===== config.mk =====
export PLATFORM = sky130hd
export DESIGN_NAME = baud_gen_frac
export DESIGN_NICKNAME = d
export VERILOG_FILES = /design/src/rtl/baud_gen_frac.sv
export SDC_FILE = /design/constraint.sdc
export NUM_CORES = 1
export LEC_CHECK = 0
export ABC_AREA = 1
export BUFFER_PORTS_ARGS = -buffer_cell sky130_fd_sc_hd__clkbuf_2
export CORE_MARGIN = 4
export CORE_UTILIZATION = 54
export CTS_BUF_LIST = sky130_fd_sc_hd__clkbuf_16
export DETAILED_ROUTE_END_ITERATION = 7
export PLACE_DENSITY = 0.76
export SLEW_MARGIN = 20
export SYNTH_ARGS = -nofsm -noshare
export SYNTH_HDL_FRONTEND = slang
export SYNTH_SLANG_ARGS = --single-unit

===== constraint.sdc =====
create_clock -name clk -period 2.12 [get_ports clk]
set_input_delay 0.212 -clock clk [delete_from_list [all_inputs] [get_ports clk]]
set_output_delay 0.212 -clock clk [all_outputs]
set_load 0.02 [all_outputs]

===== src/rtl/baud_gen_frac.sv =====
// Fractional baud tick generator: oversample tick, per-bit strobe, shadowed
// divisor reload and phase resync for UART RX/TX.
module baud_gen_frac #(
  parameter int DIV_W    = 16,
  parameter int FRAC_W   = 4,
  parameter int OSR      = 16,
  parameter int DEF_INT  = 54,
  parameter int DEF_FRAC = 0
) (
  input  logic              clk,
  input  logic              reset,
  input  logic              en,
  input  logic [DIV_W-1:0]  dvsr_int,
  input  logic [FRAC_W-1:0] dvsr_frac,
  input  logic              load,
  input  logic              resync,
  output logic              tick,
  output logic              bit_tick,
  output logic              busy_reload
);

  localparam int                 SUB_W      = (OSR > 1) ? $clog2(OSR) : 1;
  localparam logic [SUB_W-1:0]   SUB_LAST   = SUB_W'(OSR - 1);
  localparam logic [DIV_W-1:0]   DEF_INT_V  = DIV_W'(DEF_INT);
  localparam logic [FRAC_W-1:0]  DEF_FRAC_V = FRAC_W'(DEF_FRAC);

  logic [DIV_W:0]    cnt_q, cnt_d;
  logic [FRAC_W-1:0] acc_q, acc_d;
  logic              extra_q, extra_d;
  logic [SUB_W-1:0]  sub_q, sub_d;
  logic [DIV_W-1:0]  int_act_q, int_act_d, int_shd_q, int_shd_d;
  logic [FRAC_W-1:0] frac_act_q, frac_act_d, frac_shd_q, frac_shd_d;
  logic              pend_q, pend_d;
  logic              tick_q, tick_d;
  logic              bit_q, bit_d;

  logic [DIV_W:0]    limit;
  logic              wrap;
  logic [FRAC_W:0]   acc_sum;
  logic              activate;

  // One extra bit on the limit so int_act = all-ones plus a carry cannot wrap.
  assign limit    = {1'b0, int_act_q} + (DIV_W+1)'(extra_q);
  assign wrap     = (cnt_q == limit);
  assign acc_sum  = {1'b0, acc_q} + {1'b0, frac_act_q};
  // A load on the activation cycle itself defers to the following boundary.
  assign activate = pend_q && !load && !resync && (!en || wrap);

  always_comb begin
    cnt_d      = cnt_q;
    acc_d      = acc_q;
    extra_d    = extra_q;
    sub_d      = sub_q;
    int_act_d  = int_act_q;
    frac_act_d = frac_act_q;
    int_shd_d  = int_shd_q;
    frac_shd_d = frac_shd_q;
    pend_d     = pend_q;
    tick_d     = 1'b0;
    bit_d      = 1'b0;

    if (load) begin
      int_shd_d  = dvsr_int;
      frac_shd_d = dvsr_frac;
      pend_d     = 1'b1;
    end

    if (resync) begin
      cnt_d   = '0;
      acc_d   = '0;
      extra_d = 1'b0;
      sub_d   = '0;
    end else if (en) begin
      if (wrap) begin
        cnt_d   = '0;
        acc_d   = acc_sum[FRAC_W-1:0];
        extra_d = acc_sum[FRAC_W];
        sub_d   = (sub_q == SUB_LAST) ? '0 : sub_q + SUB_W'(1);
        tick_d  = 1'b1;
        bit_d   = (sub_q == SUB_LAST);
      end else begin
        cnt_d = cnt_q + (DIV_W+1)'(1);
      end
    end

    if (activate) begin
      int_act_d  = int_shd_q;
      frac_act_d = frac_shd_q;
      pend_d     = 1'b0;
    end
  end

  always_ff @(posedge clk) begin
    if (reset) begin
      cnt_q      <= '0;
      acc_q      <= '0;
      extra_q    <= 1'b0;
      sub_q      <= '0;
      int_act_q  <= DEF_INT_V;
      frac_act_q <= DEF_FRAC_V;
      int_shd_q  <= DEF_INT_V;
      frac_shd_q <= DEF_FRAC_V;
      pend_q     <= 1'b0;
      tick_q     <= 1'b0;
      bit_q      <= 1'b0;
    end else begin
      cnt_q      <= cnt_d;
      acc_q      <= acc_d;
      extra_q    <= extra_d;
      sub_q      <= sub_d;
      int_act_q  <= int_act_d;
      frac_act_q <= frac_act_d;
      int_shd_q  <= int_shd_d;
      frac_shd_q <= frac_shd_d;
      pend_q     <= pend_d;
      tick_q     <= tick_d;
      bit_q      <= bit_d;
    end
  end

  assign tick        = tick_q;
  assign bit_tick    = bit_q;
  assign busy_reload = pend_q;

endmodule


# Word level (Yosys, flattened, before mapping)

Index checks and enable logic that the tools add are counted.

Memories: 0
Logic and storage cells: 34
Input bits: 25
Bits in latches: 0
ROM bits: 0
Output and inout port bits: 3
Bits in writable memories: 0
Flip-flop bits (word level): 69

Mux-type cells: 3
Bitwise logic cells: 2
Shift-type cells: 0
Add/subtract/negate cells: 4
Divide/modulo/power cells: 0
Reduce and logical (&&, ||, !) cells: 12
Order comparisons: 0
Equal/unequal tests: 2
Multiply operators: 0

Operators by type and width:

| kind                  | number |
|---|---|
| $add 16x1->17         | 1 |
| $add 17x1->17 const B | 1 |
| $eq 17x17->1          | 1 |
| $mux 17               | 1 |
| $add 4x4->5           | 1 |
| $add 4x1->4 const B   | 1 |
| $eq 4x4->1 const B    | 1 |
| $mux 4                | 1 |
| $reduce_or 2->1       | 2 |
| $reduce_or 4->1       | 1 |
| $logic_and 1x1->1     | 3 |
| $logic_not 1->1       | 3 |
| $reduce_or 3->1       | 1 |
| $not 1->1             | 2 |
| $reduce_and 2->1      | 1 |
| $logic_or 1x1->1      | 1 |
| $mux 1                | 1 |

# Depth between registers and ports, before layout

Word-level depth: 5
Mapped depth: 16
Mapped depth without buffers: 15

# Worst setup path before layout

Ideal clock, no wire load.

Path kind: register to register
Start point: register extra_q
End point: register cnt_q[10]
Arrival: 2.036 ns
Setup slack: -0.035 ns
Library setup time: 0.119 ns
Data required time: 2.001 ns
Clock period less this slack: 2.155 ns
Path buffers: 1
Stages on the path, launching flop included: 13
Path through: dfxtp_1 ha_1 ha_1 nand2_1 nor2_2 nand2_1 o21ai_1 nand2_1 nor3_2 nand4_2 nand2_4 buf_8 nor2_2

Cells in the longest elaborated chain, start to end: 3

RTL lines:

| what                   | line | text |
|---|---|---|
| start, declared        | 29   | `logic extra_q, extra_d;` |
| start signal, assigned | 109  | `extra_q <= extra_d;` |
| $add 16x1->17          | 43   | `assign limit = {1'b0, int_act_q} + (DIV_W+1)'(extra_q);` |
| $eq 17x17->1           | 44   | `assign wrap = (cnt_q == limit);` |
| $mux 17                | 74   | `if (wrap) begin` |
| end signal, assigned   | 107  | `cnt_q <= cnt_d;` |
| end, declared          | 27   | `logic [DIV_W:0] cnt_q, cnt_d;` |

Every way passes these cells.
A chain may end at the register's enable or synchronous reset.

# Worst setup path in the final report

Start point: register int_act_q[0]
End point: register sub_q[0]

Cells in the longest elaborated chain, start to end: 3

RTL lines:

| what                              | line | text |
|---|---|---|
| start, declared                   | 31   | `logic [DIV_W-1:0] int_act_q, int_act_d, int_shd_q, int_shd_d;` |
| start signal, assigned            | 111  | `int_act_q <= int_act_d;` |
| $add 16x1->17                     | 43   |  |
| $eq 17x17->1                      | 44   |  |
| $reduce_and 2->1 (no source line) | -    |  |
| end signal, assigned              | 110  | `sub_q <= sub_d;` |
| end, declared                     | 30   | `logic [SUB_W-1:0] sub_q, sub_d;` |

Every way passes these cells.

==> results.cfg <==
[synth]
synth.net_count = 544
netlist_top_cells_area = dfxtp_1 (38%), nand2_1 (14%), nand3_1 (7.2%)
synth_compound_area_frac = 0.0929
synth_top_family_by_area = simple AND/OR/NAND/NOR gates
yosysUniqueCellTypes = 34
yosysTopAreaCell = dfxtp_1
synthCells = 510
ys_ff_latch = 69
synth_mux_area_frac = 0
netlist_area_mm2 = 0.00360
synth_simple_gate_area_frac = 0.329
yosysWarnings = 0
synth_seq_area_share = 0.384
synthXorXnorAreaFrac = 0.0737
yosys.area_share.adder = 0.0334
synth.avg_cell_area_um2 = 7.05
synth_top_area_share = 0.384

[global_route]
grt-ovfl-total = 0
grt_pass1_wl_um = 14300
grt.total_usage = 0.229
grt_max_degree = 42
first_global_vias = 3287
antenna_found_initial = 0

[floorplan]
initial_utilization = 0.560
die_area_mm2 = 0.00803
die_w_um = 89.6
core_area_mm2 = 0.00642
ios = 28
num_rows = 29
die_y_um = 89.6

[setup_path]
r2r_start = int_act_q[0]
cp.required_ns = 2.38
worst_r2r_path_depth = 16
rr_endpoint = sub_q[0]
reg2reg_slack_ns = -0.18
start_kind = flop
cp_data_arrival_time_ns = 2.56
critPathCaptureType = flop
crit_type = flop to flop
cp_max_fo = 4
setup.worst_path.start = int_act_q[0]

[timing]
finalHoldViolations = 0
worst_slack_ns = -0.184
rsz0062_at_grt = true
totalNegativeSetupSlack_ns = -5.89
final_max_slew_viol_count = 0
hold_slack_ns = 0.0874
period_share = 1.09
post-route-min-period_ns = 2.30
skew_ns = 0.00886
setup-violations-final = 47
max-slew-margin-rel = 0.600
worstMarginPinSlew_ns = 0.598
timing.fmax_mhz = 434

[clocking]
cts_buffers = 9
clock_tree.root_cell = clkbuf_16
cts_tree = built
path_clk_slew_ns = 0.06
insertion_delay_ns = 0.33
htree_levels = 3
clock_path_buffers = 2
clkSinkCount = 69

[placement]
place_ws_ns = -0.174
dpl.cell_count = 620
place_congestion = 0.861
hpwlAfterDp_um = 5700
numPortBuffers = 27

[route]
drtIter0Drc = 144
drt-total-wl_um = 8350
vias = 3362
wl_per_cell_um = 13.0
post_drt_via_cell_ratio = 5.23
first_pass_iters = 4
ant_nets = 0
drc_errors = 0

[final_layout]
drive_gt1_frac = 0.219
area_growth_pct = 25.4
final_common_cell = nand2_1
fin_cells = 643
post-route-util = 0.702
nets = 595
final_cell_mix = nand2_1 (124), dfxtp_1 (65), inv_1 (51), nand3_1 (49), nor2_1 (42)
antennaDiodeCount = 0

[status]
violations = negative setup slack
status = finished with violations

[power_and_ir_drop]
p_per_area_mw_per_mm2 = 739
ir_drop_v = 0.000789
power.leakage_nw = 1.97

[worst_hold_path]
min_from = dvsr_int[1]
hp-class = input pin to flop
min_delay_worst_endpoint = int_shd_q[1]
holdPathStages = 3

[job]
drv_cap = 0
[cells in the mapped netlist, drive strengths merged]
library cell,count
a31oi,1
nor2,64
fa,1
nor3,7
inv,52
o21bai,1
clkinv,1
xnor3,1
ha,8
a21oi,39
xor2,17
and3b,1
o21ai,25
nand3,53
xnor2,8
nand4,6
buf,9
nand3b,1
dfxtp,69
nand2,134
clkbuf,11
xor3,1
[layer usage]
| metal | vias to the layer above | wire length, um | track usage |
|---|---|---|---|
| met5 | - | 0 | 0 |
| met4 | 0 | 201 | 0.0947 |
| met3 | 22 | 374 | 0.0547 |
| met2 | 71 | 4070 | 0.386 |
| met1 | 1541 | 3710 | 0.279 |
| li1 | 1728 | - | - |
[layout make-up]
class / count / area, um^2
multi-input combinational: 368 / 2040
fill: 504 / 1910
sequential: 69 / 1390
timing repair buffer: 60 / 439
clock buffer: 9 / 225
inverter: 53 / 201
clock inverter: 7 / 121
tap: 77 / 96.3
[timing repair]
| action | in CTS | in global routing |
|---|---|---|
| setup buffers | 6 | 2 |
| hold buffers | 0 | 0 |
| endpoints found under the hold margin | 0 | 0 |
| cloned | 1 | 0 |
| pin swaps | 17 | 9 |
| gates resized for setup | 24 | 8 |
| endpoints found under the setup margin | 48 | 49 |
[worst max-delay path, stage by stage (launching register included)]
cell	delay, ns
dfxtp_4	0.35
ha_4	0.17
ha_4	0.17
nand3_2	0.11
buf_4	0.12
nand2_1	0.06
nand2_1	0.07
nand2_1	0.05
nor2_1	0.08
nand2_1	0.10
nor3_4	0.25
buf_6	0.13
nand4_4	0.14
buf_6	0.19
nand2_2	0.06
nand2_1	0.05
nor2_1	0.12
[report_power, final]
part	internal (mW)	switching [mW]	leakage, nW
registers	1.34	0.0235	0.564
clock network	1.16	0.581	0.170
logic	0.0972	0.137	1.24
total	2.59	0.742	1.97
[how the worst max path moves through the flow]
stage / endpoint / slack [ns] / depth (start not counted)
3_3_place_gp: cnt_q[10] / -0.12 / 14
2_1_floorplan: frac_act_q[0] / 0.006 / 16
5_1_grt: int_act_q[1] / -0.29 / 16
4_1_cts: int_act_q[13] / -0.10 / 15
6_report: sub_q[0] / -0.18 / 16
3_5_place_dp: cnt_q[10] / -0.17 / 15
[sequential cells by signal, summed over array words and instances (netlist names)]
| register | flops |
|---|---|
| frac_shd_q | 4 |
| int_act_q | 16 |
| cnt_q | 17 |
| extra_q | 1 |
| int_shd_q | 16 |
| busy_reload | 1 |
| tick | 1 |
| acc_q | 4 |
| bit_tick | 1 |
| sub_q | 4 |
| frac_act_q | 4 |
[kinds of logic after synthesis]
| family | Yosys count |
|---|---|
| AOI/OAI and AO/OA | 66 |
| xor gates and xnor gates | 27 |
| adders and majority gates | 9 |
| buffers and inverters | 73 |
| DFF | 69 |
| and+or+nand+nor | 266 |
[per-stage QoR]
stage	area (um^2)	total power, mW
after floorplan	3640	1.53
after CTS	4490	3.35
after global placement	3980	1.59
after detailed placement	3980	1.60
after global routing	4510	3.45
final	4510	3.33
No activity file was read; power rests on OpenSTA's default activity.
